==> src/rtl/arbitro_memoria.sv <==
// -----------------------------------------------------------------------------
// arbitro_memoria
//
// Two-requester arbiter for a single-port data memory. Requester 0 is the CPU
// and requester 1 is the I/O side. Each access takes three states:
// OCIOSO (idle, sample requests) -> ACESSO (memory strobe) -> CONCLUI (Ack).
//
// Configuration macro:
//   ARBITRO_RODIZIO_EN  defined   : round-robin between requesters, using a
//                                   last-served pointer (reset value 1).
//                       undefined : fixed priority, requester 0 always wins,
//                                   no pointer register.
//
// Ports:
//   clock, reset        single clock, synchronous active-high reset
//   Req0/Req1           access requests (0 = CPU, 1 = I/O)
//   Esc0/Esc1           1 = write, 0 = read
//   End0/End1           requested addresses
//   Dado0/Dado1         write data
//   Ack0/Ack1           one-cycle completion pulse (CONCLUI)
//   Lido0/Lido1         last read data returned to each requester
//   Endereco            memory address (latched address of the winner)
//   DadoEscrito         memory write data (latched data of the winner)
//   EscMem/LerMem       registered write/read strobes, high only in ACESSO
//   DadoLido            memory read data, valid after the falling-edge read
//   Ocupado             high while the FSM is not in OCIOSO
// -----------------------------------------------------------------------------
module arbitro_memoria #(
    parameter int LARGURA_END  = 8,
    parameter int LARGURA_DADO = 8
) (
    input  logic                    clock,
    input  logic                    reset,
    input  logic                    Req0,
    input  logic                    Req1,
    input  logic                    Esc0,
    input  logic                    Esc1,
    input  logic [LARGURA_END-1:0]  End0,
    input  logic [LARGURA_END-1:0]  End1,
    input  logic [LARGURA_DADO-1:0] Dado0,
    input  logic [LARGURA_DADO-1:0] Dado1,
    output logic                    Ack0,
    output logic                    Ack1,
    output logic [LARGURA_DADO-1:0] Lido0,
    output logic [LARGURA_DADO-1:0] Lido1,
    output logic [LARGURA_END-1:0]  Endereco,
    output logic [LARGURA_DADO-1:0] DadoEscrito,
    output logic                    EscMem,
    output logic                    LerMem,
    input  logic [LARGURA_DADO-1:0] DadoLido,
    output logic                    Ocupado
);

    typedef enum logic [1:0] {
        OCIOSO  = 2'b00,
        ACESSO  = 2'b01,
        CONCLUI = 2'b10
    } estado_t;

    estado_t                 state_r;
    estado_t                 next_state_s;

    // Winner of the current access (0 = CPU, 1 = I/O) and its latched request
    logic                    venc_r;
    logic                    venc_s;
    logic                    esc_r;
    logic                    esc_s;
    logic [LARGURA_END-1:0]  end_r;
    logic [LARGURA_END-1:0]  end_s;
    logic [LARGURA_DADO-1:0] dado_r;
    logic [LARGURA_DADO-1:0] dado_s;

    logic                    esc_mem_r;
    logic                    esc_mem_s;
    logic                    ler_mem_r;
    logic                    ler_mem_s;
    logic                    ack0_r;
    logic                    ack0_s;
    logic                    ack1_r;
    logic                    ack1_s;
    logic [LARGURA_DADO-1:0] lido0_r;
    logic [LARGURA_DADO-1:0] lido0_s;
    logic [LARGURA_DADO-1:0] lido1_r;
    logic [LARGURA_DADO-1:0] lido1_s;
    logic                    ocupado_r;

    // Requester that would win if the FSM samples requests this cycle
    logic                    sel_s;
    logic                    req_any_s;

    assign req_any_s = Req0 | Req1;

`ifdef ARBITRO_RODIZIO_EN
    logic                    ultimo_r;

    // Round-robin grant: on a conflict, serve whoever was not served last
    always_comb begin
        sel_s = 1'b0;
        if (Req0 && Req1) begin
            sel_s = ~ultimo_r;
        end else begin
            sel_s = ~Req0;
        end
    end

    // Last-served pointer, advanced on every OCIOSO->ACESSO edge
    always_ff @(posedge clock) begin
        if (reset) begin
            ultimo_r <= 1'b1;
        end else if ((state_r == OCIOSO) && req_any_s) begin
            ultimo_r <= sel_s;
        end else begin
            ultimo_r <= ultimo_r;
        end
    end
`else
    // Fixed-priority grant: the CPU always wins a conflict
    always_comb begin
        sel_s = 1'b0;
        if (Req0) begin
            sel_s = 1'b0;
        end else begin
            sel_s = 1'b1;
        end
    end
`endif

    // Next-state logic: one access always walks the full three-state cycle
    always_comb begin
        next_state_s = state_r;
        case (state_r)
            OCIOSO: begin
                if (req_any_s) begin
                    next_state_s = ACESSO;
                end else begin
                    next_state_s = OCIOSO;
                end
            end
            ACESSO:  next_state_s = CONCLUI;
            CONCLUI: next_state_s = OCIOSO;
            default: next_state_s = OCIOSO;
        endcase
    end

    // Next values of the latched request and of all registered outputs
    always_comb begin
        venc_s    = venc_r;
        esc_s     = esc_r;
        end_s     = end_r;
        dado_s    = dado_r;
        esc_mem_s = 1'b0;
        ler_mem_s = 1'b0;
        ack0_s    = 1'b0;
        ack1_s    = 1'b0;
        lido0_s   = lido0_r;
        lido1_s   = lido1_r;
        case (state_r)
            OCIOSO: begin
                if (req_any_s) begin
                    venc_s = sel_s;
                    if (sel_s) begin
                        esc_s  = Esc1;
                        end_s  = End1;
                        dado_s = Dado1;
                    end else begin
                        esc_s  = Esc0;
                        end_s  = End0;
                        dado_s = Dado0;
                    end
                    // Strobes are set here so they are valid for the whole ACESSO cycle
                    esc_mem_s = esc_s;
                    ler_mem_s = ~esc_s;
                end else begin
                    esc_mem_s = 1'b0;
                    ler_mem_s = 1'b0;
                end
            end
            ACESSO: begin
                if (venc_r) begin
                    ack1_s = 1'b1;
                end else begin
                    ack0_s = 1'b1;
                end
                // The memory's falling-edge read has settled DadoLido by now
                if (!esc_r) begin
                    if (venc_r) begin
                        lido1_s = DadoLido;
                    end else begin
                        lido0_s = DadoLido;
                    end
                end else begin
                    lido0_s = lido0_r;
                    lido1_s = lido1_r;
                end
            end
            CONCLUI: begin
                ack0_s = 1'b0;
                ack1_s = 1'b0;
            end
            default: begin
                ack0_s = 1'b0;
                ack1_s = 1'b0;
            end
        endcase
    end

    // State, latched request and output registers
    always_ff @(posedge clock) begin
        if (reset) begin
            state_r   <= OCIOSO;
            venc_r    <= 1'b0;
            esc_r     <= 1'b0;
            end_r     <= {LARGURA_END{1'b0}};
            dado_r    <= {LARGURA_DADO{1'b0}};
            esc_mem_r <= 1'b0;
            ler_mem_r <= 1'b0;
            ack0_r    <= 1'b0;
            ack1_r    <= 1'b0;
            lido0_r   <= {LARGURA_DADO{1'b0}};
            lido1_r   <= {LARGURA_DADO{1'b0}};
            ocupado_r <= 1'b0;
        end else begin
            state_r   <= next_state_s;
            venc_r    <= venc_s;
            esc_r     <= esc_s;
            end_r     <= end_s;
            dado_r    <= dado_s;
            esc_mem_r <= esc_mem_s;
            ler_mem_r <= ler_mem_s;
            ack0_r    <= ack0_s;
            ack1_r    <= ack1_s;
            lido0_r   <= lido0_s;
            lido1_r   <= lido1_s;
            ocupado_r <= (next_state_s != OCIOSO);
        end
    end

    assign Endereco    = end_r;
    assign DadoEscrito = dado_r;
    assign EscMem      = esc_mem_r;
    assign LerMem      = ler_mem_r;
    assign Ack0        = ack0_r;
    assign Ack1        = ack1_r;
    assign Lido0       = lido0_r;
    assign Lido1       = lido1_r;
    assign Ocupado     = ocupado_r;

endmodule
==> config.mk <==
export PLATFORM = sky130hd
export DESIGN_NAME = arbitro_memoria
export DESIGN_NICKNAME = d
export VERILOG_FILES = /design/src/rtl/arbitro_memoria.sv
export SDC_FILE = /design/constraint.sdc
export NUM_CORES = 1
export LEC_CHECK = 0
export CAP_MARGIN = 20
export CORE_ASPECT_RATIO = 1.5
export CORE_UTILIZATION = 39
export CTS_CLUSTER_DIAMETER = 150
export DETAILED_ROUTE_END_ITERATION = 10
export PLACE_DENSITY = 0.81
export SLEW_MARGIN = 20
export SYNTH_ARGS = -nofsm -noshare
export SYNTH_HDL_FRONTEND = slang
export SYNTH_SLANG_ARGS = --single-unit
export TNS_END_PERCENT = 10
==> constraint.sdc <==
create_clock -name clock -period 1.8 [get_ports clock]
set_clock_uncertainty 0.2 [all_clocks]
set_input_delay 0.27 -clock clock [delete_from_list [all_inputs] [get_ports clock]]
set_output_delay 0.27 -clock clock [all_outputs]
set_load 0.02 [all_outputs]
==> flow_metrics.py <==
metrics = {
    "clock_network": {
        "cts.sink_count": 41,
        "cts_made_buffers": 5,
        "clk_pin_slew_ns": 0.07,
        "clkLatencyLatePin_ns": 0.29,
        "h-tree-depth": 2,
        "cts_tree": "yes",
        "cts_root_buf": "clkbuf_8",
        "cts_hold_buf": 0,
        "cts.path.max_buffers": 2,
    },
    "grt": {
        "antenna_found_initial": 0,
        "grt_pass1_vias": 1410,
        "overflow": 0,
        "grt_max_degree": 23,
        "grt_pass1_wl_mm": 6.02,
        "grt_usage_pct": 19.3,
    },
    "logic_synthesis": {
        "yosys_register_bits": 41,
        "ys_types": 21,
        "yosys_warnings": 0,
        "ys_seq_area_share_pct": 50.9,
        "yosys.area.top_type_share_pct": 50.9,
        "syn_avg_cell_area_um2": 9.84,
        "syn_area_mm2": 0.00161,
        "yosys.area.top_type": "dfxtp_1",
        "syn-num-nets": 210,
        "synth_cells": 164,
        "synthTopCellsByArea": "dfxtp_1 (51%), mux2i_1 (15%), a21oi_1 (8.4%), a211oi_1 (7.9%), nand2_1 (4.0%)",
    },
    "floorplan": {
        "num_rows": 28,
        "design.core.area_mm2": 0.00396,
        "die_w_um": 54.5,
        "start_util_pct": 40.8,
        "dieHeight_um": 80.8,
        "ios": 83,
        "die-area_mm2": 0.00441,
    },
    "worst_setup_path": {
        "reg2reg_to": "Lido0[1]$_SDFFE_PP0P_",
        "cp.arrival_ns": 1.27,
        "worstRegToRegCells": 3,
        "slowest_stage": "clkdlybuf4s50_1",
        "cp_num_cells": 1,
        "r2r_slack_ns": 0.18,
        "worstSetupEndpointType": "primary output",
        "critPathBufInv": 1,
        "path_max_fanout": 2,
        "start_kind": "flip-flop",
        "path_class": "reg2out",
        "cp_data_required_time_ns": 1.33,
        "max_stage_delay_ns": 0.61,
        "path_delay_family": "buffers and inverters",
        "startpoint": "DadoEscrito[3]$_SDFFE_PP0P_",
        "r2r-start": "state_r[0]$_SDFF_PP0_",
        "crit_chain": "clkdlybuf4s50_1",
        "crit_path_end": "DadoEscrito[3]",
    },
    "timing": {
        "finalSetupViolations": 0,
        "hold_viol": 0,
        "rsz0062_at_grt": "false",
        "slew_headroom_pct": 57.7,
        "fmax_mhz": 576,
        "post-route-period-util_pct": 96.4,
        "min_period_ns": 1.74,
        "maxSlewViolCount": 0,
        "tightest_slew_ns": 0.633,
    },
    "detailed_routing": {
        "vias": 1494,
        "drtAntennaViolNets": 0,
        "wl_per_cell_um": 13.2,
        "drt-total-wl_mm": 3.84,
        "viasPerCell": 5.12,
        "first_pass_iters": 4,
        "drc": 0,
        "drt_iter0_drc": 23,
    },
    "worst_hold_path": {
        "hold_path_class": "reg2reg",
    },
    "power_and_ir_drop": {
        "ir_drop_mv": 0.724,
        "power-per-cell-area_mw_per_mm2": 851,
        "leakagePower_uw": 0.000963,
    },
    "cells_and_area": {
        "stdcell_count": 292,
        "antennaDiodeCount": 0,
        "nets": 292,
        "post-route-cell-area_mm2": 0.00257,
        "drive_gt1_share_pct": 8.10,
        "final.fill_count": 340,
        "area_growth_pct": 59.3,
    },
    "placement": {
        "place_congestion": 0.739,
        "dpl_cell_area_mm2": 0.00246,
        "hpwl_mm": 2.88,
        "placedCellCount": 284,
        "port_buffers": 82,
    },
    "run_status": {
        "outcome": "finished clean",
    },
    "flow_run": {
        "max_cap_violations": 0,
    },
}
## routing by layer
metal | GRT usage [%] | vias to the layer above | part of all wire, %
li1 | - | 749 | -
met5 | 0 | - | 0
met1 | 18.5 | 682 | 38
met4 | 10.0 | 0 | 2.1
met3 | 6.74 | 6 | 6.8
met2 | 34.5 | 57 | 53
## cell usage in the layout, fill, tap and decap left out, types with 3 or more instances in the layout
cell type	instances
clkdlybuf4s50_1	82
dfxtp_1	41
a21oi_1	27
mux2i_1	24
a211oi_1	17
nand2_1	17
nor2_1	11
clkbuf_8	7
buf_4	6
nor3_1	3
## Yosys cell counts
| cell type | count |
|---|---|
| a211oi_1 | 17 |
| a21oi_1 | 27 |
| and2_1 | 1 |
| and4bb_2 | 1 |
| buf_2 | 4 |
| buf_4 | 5 |
| clkbuf_1 | 4 |
| dfxtp_1 | 41 |
| mux2_2 | 1 |
| mux2i_1 | 24 |
| nand2_1 | 17 |
| nand2b_1 | 1 |
| nor2_1 | 11 |
| nor2_2 | 1 |
| nor3_1 | 3 |
| nor3_2 | 1 |
| nor3b_1 | 1 |
| nor4_1 | 1 |
| nor4b_2 | 1 |
| or2_2 | 1 |
| or4b_1 | 1 |
## worst min path at each step
stage                     cells after the start                   from                    end
after floorplan                               1                  reset  state_r[1]$_SDFF_PP0_
after global placement                        2  Lido0[7]$_SDFFE_PP0P_  Lido0[7]$_SDFFE_PP0P_
after detailed placement                      2  Lido0[7]$_SDFFE_PP0P_  Lido0[7]$_SDFFE_PP0P_
after CTS                                     2  Lido0[7]$_SDFFE_PP0P_  Lido0[7]$_SDFFE_PP0P_
after global routing                          2  Lido0[2]$_SDFFE_PP0P_  Lido0[2]$_SDFFE_PP0P_
final                                         2  Lido0[7]$_SDFFE_PP0P_  Lido0[7]$_SDFFE_PP0P_
## logic make-up (layout without fill, tap and decap cells)
logic type,after synthesis,after routing,synth area share [%]
and+or+nand+nor,41,41,12.8
AOI/OAI and AO/OA,44,44,16.3
muxes,25,25,15.6
buffers and inverters,13,96,4.50
DFF,41,41,50.9
## layout make-up
class                   instances  area [um2]  share of cell area [%]
multi-input cells             110         727                    28.3
well taps                      45        56.3                    2.19
flip-flops and latches         41         821                    31.9
clock buffers                   7        96.3                    3.75
clock inverters                 1        5.00                   0.195
repair buffers                 88         866                    33.7
## repair_timing
item | in CTS | in global routing
resized for setup | 1 | 0
endpoints found under the hold margin | 0 | 0
endpoints found under the setup margin | 17 | 0
buffers inserted | 0 | 0
## where the power goes
part	switching, uW	internal (uW)
Combinational	242	279
Clock	296	346
Sequential	45.3	979
Total	584	1600
## flip-flops by register name, indices dropped and copies added, names as in the netlist
register,count
Endereco,8
EscMem,1
Ack0,1
Ocupado,1
Ack1,1
Lido0,8
DadoEscrito,8
state_r,2
venc_r,1
LerMem,1
esc_r,1
Lido1,8
## stage by stage
step | hold WS [ns] | setup TNS [ns] | power [uW] | utilization (%) | worst slack [ns]
after global routing | 0.283 | 0 | 2300 | 64.9 | 0.0250
after floorplan | 0.150 | 0 | 1300 | - | 0.332
after CTS | 0.256 | 0 | 2210 | 64.9 | 0.0591
after global placement | 0.242 | -5.49 | 1560 | 62.2 | -0.328
after detailed placement | 0.246 | -6.93 | 1570 | 62.2 | -0.440
final | 0.256 | 0 | 2190 | 64.9 | 0.0641
(Power assumes the default switching activity.)
